[config.mk]
export PLATFORM = sky130hd
export DESIGN_NAME = dmem_io
export DESIGN_NICKNAME = d
export VERILOG_FILES = /design/src/rtl/dmem_io_pkg.sv /design/src/rtl/mmio_timer.sv /design/src/rtl/dmem_io.sv
export SDC_FILE = /design/constraint.sdc
export NUM_CORES = 2
export LEC_CHECK = 0
export ABC_AREA = 1
export CAP_MARGIN = 20
export CORE_AREA = 2 2 445 447
export DETAILED_ROUTE_END_ITERATION = 8
export DIE_AREA = 0 0 447 449
export DONT_BUFFER_PORTS = 1
export PLACE_DENSITY_LB_ADDON = 0.2
export SETUP_SLACK_MARGIN = 0.2
export SLEW_MARGIN = 10
export SYNTH_ARGS = -nofsm -noshare
export SYNTH_HDL_FRONTEND = slang
export SYNTH_HIERARCHICAL = 1
export SYNTH_SLANG_ARGS = --single-unit
[constraint.sdc]
create_clock -name clock -period 3.85 [get_ports clock]
set_clock_uncertainty 0.1 [all_clocks]
set_input_delay 0.77 -clock clock [delete_from_list [all_inputs] [get_ports clock]]
set_output_delay 0.77 -clock clock [all_outputs]
set_load 0.01 [all_outputs]
[src/rtl/dmem_io_pkg.sv]
// Shared address map and reset constants for the data-memory / MMIO block.
// Imported by dmem_io, mmio_timer and the CPU-level benches.
package dmem_io_pkg;

  localparam int RAM_WORDS_DEF = 128;

  localparam logic [11:0] IO_PAGE = 12'hFF0;

  typedef enum logic [2:0] {
    R_LED     = 3'd0,
    R_SWITCH  = 3'd1,
    R_COUNT   = 3'd2,
    R_COMPARE = 3'd3,
    R_STATUS  = 3'd4,
    R_CONTROL = 3'd5
  } io_reg_e;

  localparam logic [15:0] COUNT_RST   = 16'h0000;
  localparam logic [15:0] COMPARE_RST = 16'hFFFF;

endpackage

[src/rtl/mmio_timer.sv]
// Free-running compare timer: COUNT, COMPARE, enable and sticky match flag.
// Idle while enable=0, counting while enable=1; only CONTROL writes move it.
module mmio_timer
  import dmem_io_pkg::*;
(
  input  logic        clock,
  input  logic        reset,
  input  logic        we_count,
  input  logic        we_compare,
  input  logic        we_status,
  input  logic        we_control,
  input  logic [15:0] wdata,
  output logic [15:0] count,
  output logic [15:0] compare,
  output logic        match,
  output logic        enable
);

  logic hit;

  assign hit = enable && (count == compare);

  always_ff @(posedge clock) begin
    if (reset) begin
      count   <= COUNT_RST;
      compare <= COMPARE_RST;
      match   <= 1'b0;
      enable  <= 1'b0;
    end else begin
      if (we_count)
        count <= wdata;
      else if (enable)
        count <= count + 16'd1;
      if (we_compare)
        compare <= wdata;
      if (we_control)
        enable <= wdata[0];
      // a new match outranks a same-cycle clear
      if (hit)
        match <= 1'b1;
      else if (we_status && wdata[0])
        match <= 1'b0;
    end
  end

endmodule

[src/rtl/dmem_io.sv]
// Data memory with memory-mapped LED, switch input and compare timer.
// Reads are combinational; all writes land at the clock edge.
module dmem_io
  import dmem_io_pkg::*;
#(
  parameter int RAM_WORDS = RAM_WORDS_DEF
) (
  input  logic        clock,
  input  logic        reset,
  input  logic [15:0] dmemaddr,
  input  logic [15:0] dmemwdata,
  input  logic        dmemwrite,
  input  logic        dmemread,
  output logic [15:0] dmemrdata,
  input  logic [7:0]  switches,
  output logic [7:0]  leds,
  output logic        timer_irq
);

  localparam int AW = $clog2(RAM_WORDS);

  logic [15:0]   ram [RAM_WORDS];
  logic [AW-1:0] ram_idx;
  logic          ram_hit;
  logic          io_hit;
  logic [2:0]    reg_idx;
  logic          wr_io;
  logic          we_led, we_count, we_compare;
  logic          we_status, we_control;
  logic [7:0]    sync1, sync2;
  logic [15:0]   count, compare;
  logic          match, enable;
  logic [15:0]   rd;
  logic          unused_addr0;

  assign unused_addr0 = dmemaddr[0];

  assign ram_idx = dmemaddr[AW:1];
  assign ram_hit = (dmemaddr[15:AW+1] == '0);
  assign reg_idx = dmemaddr[3:1];
  assign io_hit  = (dmemaddr[15:4] == IO_PAGE)
                && (reg_idx <= 3'(R_CONTROL));
  assign wr_io   = dmemwrite && io_hit;

  assign we_led     = wr_io && (reg_idx == 3'(R_LED));
  assign we_count   = wr_io && (reg_idx == 3'(R_COUNT));
  assign we_compare = wr_io && (reg_idx == 3'(R_COMPARE));
  assign we_status  = wr_io && (reg_idx == 3'(R_STATUS));
  assign we_control = wr_io && (reg_idx == 3'(R_CONTROL));

  // RAM keeps its contents across reset
  always_ff @(posedge clock) begin
    if (dmemwrite && ram_hit)
      ram[ram_idx] <= dmemwdata;
  end

  always_ff @(posedge clock) begin
    if (reset) begin
      leds  <= 8'h00;
      sync1 <= 8'h00;
      sync2 <= 8'h00;
    end else begin
      sync1 <= switches;
      sync2 <= sync1;
      if (we_led)
        leds <= dmemwdata[7:0];
    end
  end

  mmio_timer u_timer (
    .clock      (clock),
    .reset      (reset),
    .we_count   (we_count),
    .we_compare (we_compare),
    .we_status  (we_status),
    .we_control (we_control),
    .wdata      (dmemwdata),
    .count      (count),
    .compare    (compare),
    .match      (match),
    .enable     (enable)
  );

  assign timer_irq = match;

  always_comb begin
    rd = 16'h0000;
    if (ram_hit) begin
      rd = ram[ram_idx];
    end else if (io_hit) begin
      case (reg_idx)
        3'(R_LED):     rd = {8'h00, leds};
        3'(R_SWITCH):  rd = {8'h00, sync2};
        3'(R_COUNT):   rd = count;
        3'(R_COMPARE): rd = compare;
        3'(R_STATUS):  rd = {15'h0000, match};
        3'(R_CONTROL): rd = {15'h0000, enable};
        default:       rd = 16'h0000;
      endcase
    end
    dmemrdata = dmemread ? rd : 16'h0000;
  end

endmodule

==> metrics.md <==
| Metric | Value |
|---|---|
| Top Ports | `69` |
| GPL Wtd Cong | `between 0.8 and 0.9` |
| Mean Syn Cell Area | `~11 um^2` |
| Worst-Skew Late Latency | `between 800 and 900 ps` |
| CP Launch Type | `input pin` |
| Post-synthesis sequential area ratio | `0.7144` |
| Least-Margin Pin Slew | `roughly 4200 ps` |
| Cts bufs inserted | `slightly above 200` |
| Reg clk slew, reported paths | `~60 ps` |
| First-pass GRT wire length | `approximately 380 mm` |
| MaxCap Viol Count | `0` |
| Minimum clock period | `5992 ps` |
| Initial Utilization | `0.4471` |
| Number of synthesized flops with an enable pin | `2048` |
| Post-place setup slack | `-674.7 ps` |
| Largest net degree at the start of global routing | `823` |
| Setup slack after layout | `-2142 ps` |
| Mux contribution to synthesized area | `0` |
| Critical Path AT | `between 5000 and 6000 ps` |
| Cell Area, Synth | `87710 um^2` |
| Multi-input logic area | `approximately 21000 um^2` |
| Hold Worst Slack | `about 63 ps` |
| R2R cell count | `5` |
| Finished Core Util | `0.5308` |
| Share of cells above drive strength 1 | `0.1313` |
| Final Hold Violating Endpoints | `0` |
| Status | `complete, but fails checks` |
| Setup CP Type | `in -> out` |
| Post-synth ARST share | `0` |
| PwrDens | `roughly 460 nW/um^2` |
| # rows | `about 160` |
| Failing checks | `slew limit, setup timing` |
| Placed cell count | `about 11000` |
| Fin crit share | `1.556` |
| Clock root buffer | `clkbuf_16` |
| Cell taking the most area after synthesis | `edfxtp_1` |
| Final setup fails | `about 540` |
| DIE AREA | `200700 um^2` |
| RSZ-0062 raised after global routing | `yes` |
| Leak pwr | `between 40 and 50 nW` |
| Synth Register Bits | `between 2000 and 2500` |
| Total number of vias | `60370` |
| Synth top area share | `0.7011` |
| Sink Count | `around 2100` |
| RR Startpoint | `u_timer/enable` |
| Pwr Total | `47.76 mW` |
| Required time worst endpoint | `between 2000 and 3000 ps` |
| WHS Path Cells | `2` |
| WL per Instance | `between 20 and 25 um` |
| Post-Syn Instances | `8057` |
| Syn nets | `8102` |
| Post-synth top cells | `2483 x nand2_1, 2048 x edfxtp_1, 1096 x nand3_1` |
| Post-synthesis compound-gate area fraction | `0.02157` |
| Adder-cell share of the synthesized area | `0.0001426` |
| Min-delay src | `dmemwdata[10]` |
| Crit Path Max Fanout | `~820` |
| Post-DP HPWL | `approximately 130 mm` |
| Post-synthesis cell type count | `35` |
| First-pass DRT Iterations | `8` |
| Final WL | `between 200 and 300 mm` |
| FF+latch area | `62660 um^2` |
| Grt ovf | `0` |
| Worst hold path class | `in -> reg` |
| DRC viols | `0` |
| Fraction of the mapped netlist area in simple logic gates | `0.2036` |
| Die X | `approximately 450 um` |
| Main combinational cell family by area after synthesis | `simple AND/OR/NAND/NOR gates` |
| Critical path capture point type | `output port` |
| RR Endpoint | `u_timer/count[4]` |
| Peak supply drop | `between 0.0003 and 0.0004 V` |
| Xor/xnor cell area share of the yosys netlist | `0.0009985` |
| Max Slew Vio Count | `approximately 560` |
| CTS tree | `built` |
| Nets | `around 8500` |
| H-tree depth | `4` |
| Synth area leaders | `edfxtp_1 70%, nand2_1 11%, nand3_1 6.3%` |
| Hold EP | `u_timer/count[10]` |
| Clock tree buffer depth | `3` |
| Layout Cells excl Fill | `11270` |
| Synthesis-to-layout area growth | `18.73%` |
| Initial DRC count | `about 7000` |
| Core area | `a little under 200000 um^2` |
| GRT Util Overall | `0.2619` |
| Fmax | `about 170 MHz` |
| Initial antenna violation count | `15` |
| DIE HEIGHT | `~450 um` |
| Synth Flop Type | `edfxtp_1` |
| Top-count cell post-synth | `nand2_1` |
| Antenna Nets Post-Route | `0` |
| Buffers on Ports | `0` |
| Vias in the first global route | `approximately 56000` |
| R2R Setup Slk | `slightly above 2000 ps` |
| Via/cell ratio | `5.359` |
| Slew headroom | `-1.818` |
| Synthesis warning total | `6` |
| Fillers | `around 17000` |
==> through the flow <==
step	cell area, um^2	setup TNS [ps]
2_1_floorplan	87710	0
4_1_cts	102900	-3470
3_5_place_dp	93980	-8294
5_1_grt	104100	-15850
6_report	104100	-250480
3_3_place_gp	93980	-9080
==> per-layer routing <==
layer,GRT usage,vias to the layer above,share of wire,wire (um)
li1,-,27770,-,-
met1,0.3691,29530,0.41,111900
met4,0.08752,2,0.034,9115
met2,0.4132,2662,0.46,125600
met5,0,-,0.000048,13
met3,0.04357,403,0.088,23700
==> sequential cells by signal, summed over array words and instances, names as in the netlist <==
signal / count
ram: 2048
u_timer/compare: 16
u_timer/count: 16
leds: 8
sync1: 8
sync2: 8
u_timer/enable: 1
u_timer/match: 1
==> worst max path at each step <==
stage,to,depth (start not counted),from,slack (ps)
after detailed placement,dmemrdata[11],16,dmemaddr[1],-670
after global placement,dmemrdata[11],16,dmemaddr[1],-740
after floorplan,ram[106][0],9,dmemaddr[2],650
after CTS,dmemrdata[10],19,dmemaddr[1],-260
final,dmemrdata[15],14,dmemaddr[1],-2140
after global routing,dmemrdata[1],17,dmemaddr[1],-1040
==> cell usage in the layout (no fill, tap or decap), drive strengths merged, types with 17 or more instances in the layout <==
cell         instances
nand2             2488
edfxtp            2048
nand3             1098
inv                861
nor2               620
buf                551
clkbuf             284
a21oi              261
clkinv              88
nand4               86
dfxtp               58
o21ai               57
dlygate4sd3         34
o211ai              17
==> final cells by class <==
cell class / instances / share of cell area
antenna: 9 / 0.0002163
clock buffer: 270 / 0.05362
clock inverter: 106 / 0.008013
inverter: 857 / 0.03130
multi-input combinational: 4672 / 0.2018
sequential: 2106 / 0.6017
tap: 2640 / 0.03172
timing repair buffer: 604 / 0.07141
timing repair inverter: 1 / 0.0002883
==> cells by family after synthesis <==
family / Yosys count
flops: 2106
fa+ha+maj: 1
simple gates: 4305
xor+xnor: 10
compound gates: 356
buf+inv: 1279
==> worst max-delay path, cell delays in order <==
cell and delay (ps):
nor2_1 830, nor2_1 80, nand2_1 80, nand3_1 140, nand3_1 120, nand2_2 130, nor2_2 100, nor2_1 50
buf_4 180, nor2_2 160, nand2_4 100, nand2_2 70, a21oi_2 80, buf_4 190
==> power breakdown <==
part	switching (mW)	internal [mW]	leakage (nW)	total [mW]
Combinational	2.01	1.12	18.4	3.13
Clock	8.64	10.9	3.13	19.5
Sequential	0.00201	25.1	18.9	25.1
Total	10.7	37.1	40.4	47.8
==> timing repair <==
action,4_1_cts,5_1_grt
pin swaps,46,75
hold endpoints to repair,1284,0
setup buffers,26,20
hold buffers,62,0
gates cloned,14,15
setup endpoints to repair,16,16
gates resized for setup,220,160
(Power assumes the default switching activity.)
==> RTL edit (config.mk and constraints unchanged) <==
Register the output `dmemrdata`, without a reset; this adds one clock of latency there. The other outputs are not delayed to match.
--- a/src/rtl/dmem_io.sv
+++ b/src/rtl/dmem_io.sv
@@ -20,2 +20,4 @@
   localparam int AW = $clog2(RAM_WORDS);
+
+  logic [15:0] dmemrdata_d;
 
@@ -100,3 +102,7 @@
     end
-    dmemrdata = dmemread ? rd : 16'h0000;
+    dmemrdata_d = dmemread ? rd : 16'h0000;
+  end
+
+  always_ff @(posedge clock) begin
+    dmemrdata <= dmemrdata_d;
   end
Function: not settled (the Yosys comparison gave no result); the edit may change what the design does.
==> RTL edit against the unedited design <==
The flow still finishes with violations (slew limit, setup timing). Cell area decreased by 5.3%. Sequential share of layout area increased by 3.7 points. Wire length decreased by 3.0%. Via count decreased by 2.8%. Synthesized area decreased by 1.5%. Non-clock buffer count decreased by 201. Combinational power decreased by 15%. Sequential cell count increased by 16. Total power about the same. Worst hold slack got worse by 3.2 ps. Maximum frequency increased by 13%. Worst setup slack improved by 710 ps. Critical path type is now input pin to flop. Largest power group unchanged.
==> RTL edit: results (changes against the unedited design) <==
status:
  run_status: "complete, but fails checks"
  violations: "slew limit, setup timing"
final_layout:
  non_clock_buffer_area_share: 0.0429  # -0.0285
  clock_buffer_count: 286  # +5.9%
  antennaDiodeCount: 6  # -3
  signal_buffers: 403  # -33%
  instances_no_fill: 10789  # -4.2%
timing:
  finalMaxSlewViolations: 681  # +22%
  setup-violations-final: 1619  # +200%
  layout_setup_ws_ps: -1430  # +710 ps
power_and_ir_drop:
  pwr_per_cell_area_mw_per_mm2: 484  # +5.6%
synth:
  synthTopCellsByArea: "sky130_fd_sc_hd__edfxtp_1, sky130_fd_sc_hd__nand2_1, sky130_fd_sc_hd__nand3_1, sky130_fd_sc_hd__dfxtp_1, sky130_fd_sc_hd__nor2_1"
  netlist_top_cells_count: "sky130_fd_sc_hd__nand2_1, sky130_fd_sc_hd__edfxtp_1, sky130_fd_sc_hd__nand3_1"
  postSynthCellCount: 7780  # -3.4%
placed_design:
  place_hpwl_um: 129000  # -3.3%
  routabilityCongestion: 0.847  # +0.93%
worst_setup_path:
  max_stage_delay_ps: 1050  # +220 ps
  r2r_cells: 13  # +8
  cp_max_fo: 747  # -9.1%
  worst_setup_path_endpoint: "ram[79][0]$_DFFE_PP_"
  reg2reg_to: "dmemrdata[9]$_SDFF_PN0_"
  r2r_setup_slack_ps: 1470  # -550 ps
routing:
  via_count: 58677  # -2.8%
global_route:
  grt_first_pass_wirelength_um: 378000  # -1.7%
clock_network:
  post-cts-setup-buffer-count: 0  # -100%
[RTL edit: cells by family (layout without fill, tap and decap cells)]
kind of cell	count (synthesis)	count (layout)	share of synthesized area
compound gates	215	215	0.0129
xor+xnor	10	10	0.00101
fa+ha+maj	1	1	0.000145
buf+inv	539	902	0.0283
flops	2122	2122	0.729
other cells	0	6	0
simple gates	4893	4893	0.229
[RTL edit: repair_timing]
action | CTS | global route
endpoints found under the hold margin | 1126 | 0
hold buffers | 61 | 0
endpoints found under the setup margin | 0 | 0
resized for setup | 0 | 0
[RTL edit: worst reg2reg max path: cells and delay by family, from the launching register on]
| family | cells | cell delay (ps) |
|---|---|---|
| compound gates | 1 | 80 |
| buf+inv | 1 | 200 |
| flops | 1 | 350 |
| simple gates | 11 | 1540 |
[RTL edit: routing by layer]
layer	global-route usage	vias up	wire (µm)	part of all wire
li1	-	26856	-	-
met1	0.370	28910	112000	0.43
met2	0.398	2470	120000	0.46
met3	0.0375	439	20100	0.077
met4	0.0985	2	9650	0.037
met5	0	-	13	0.000050
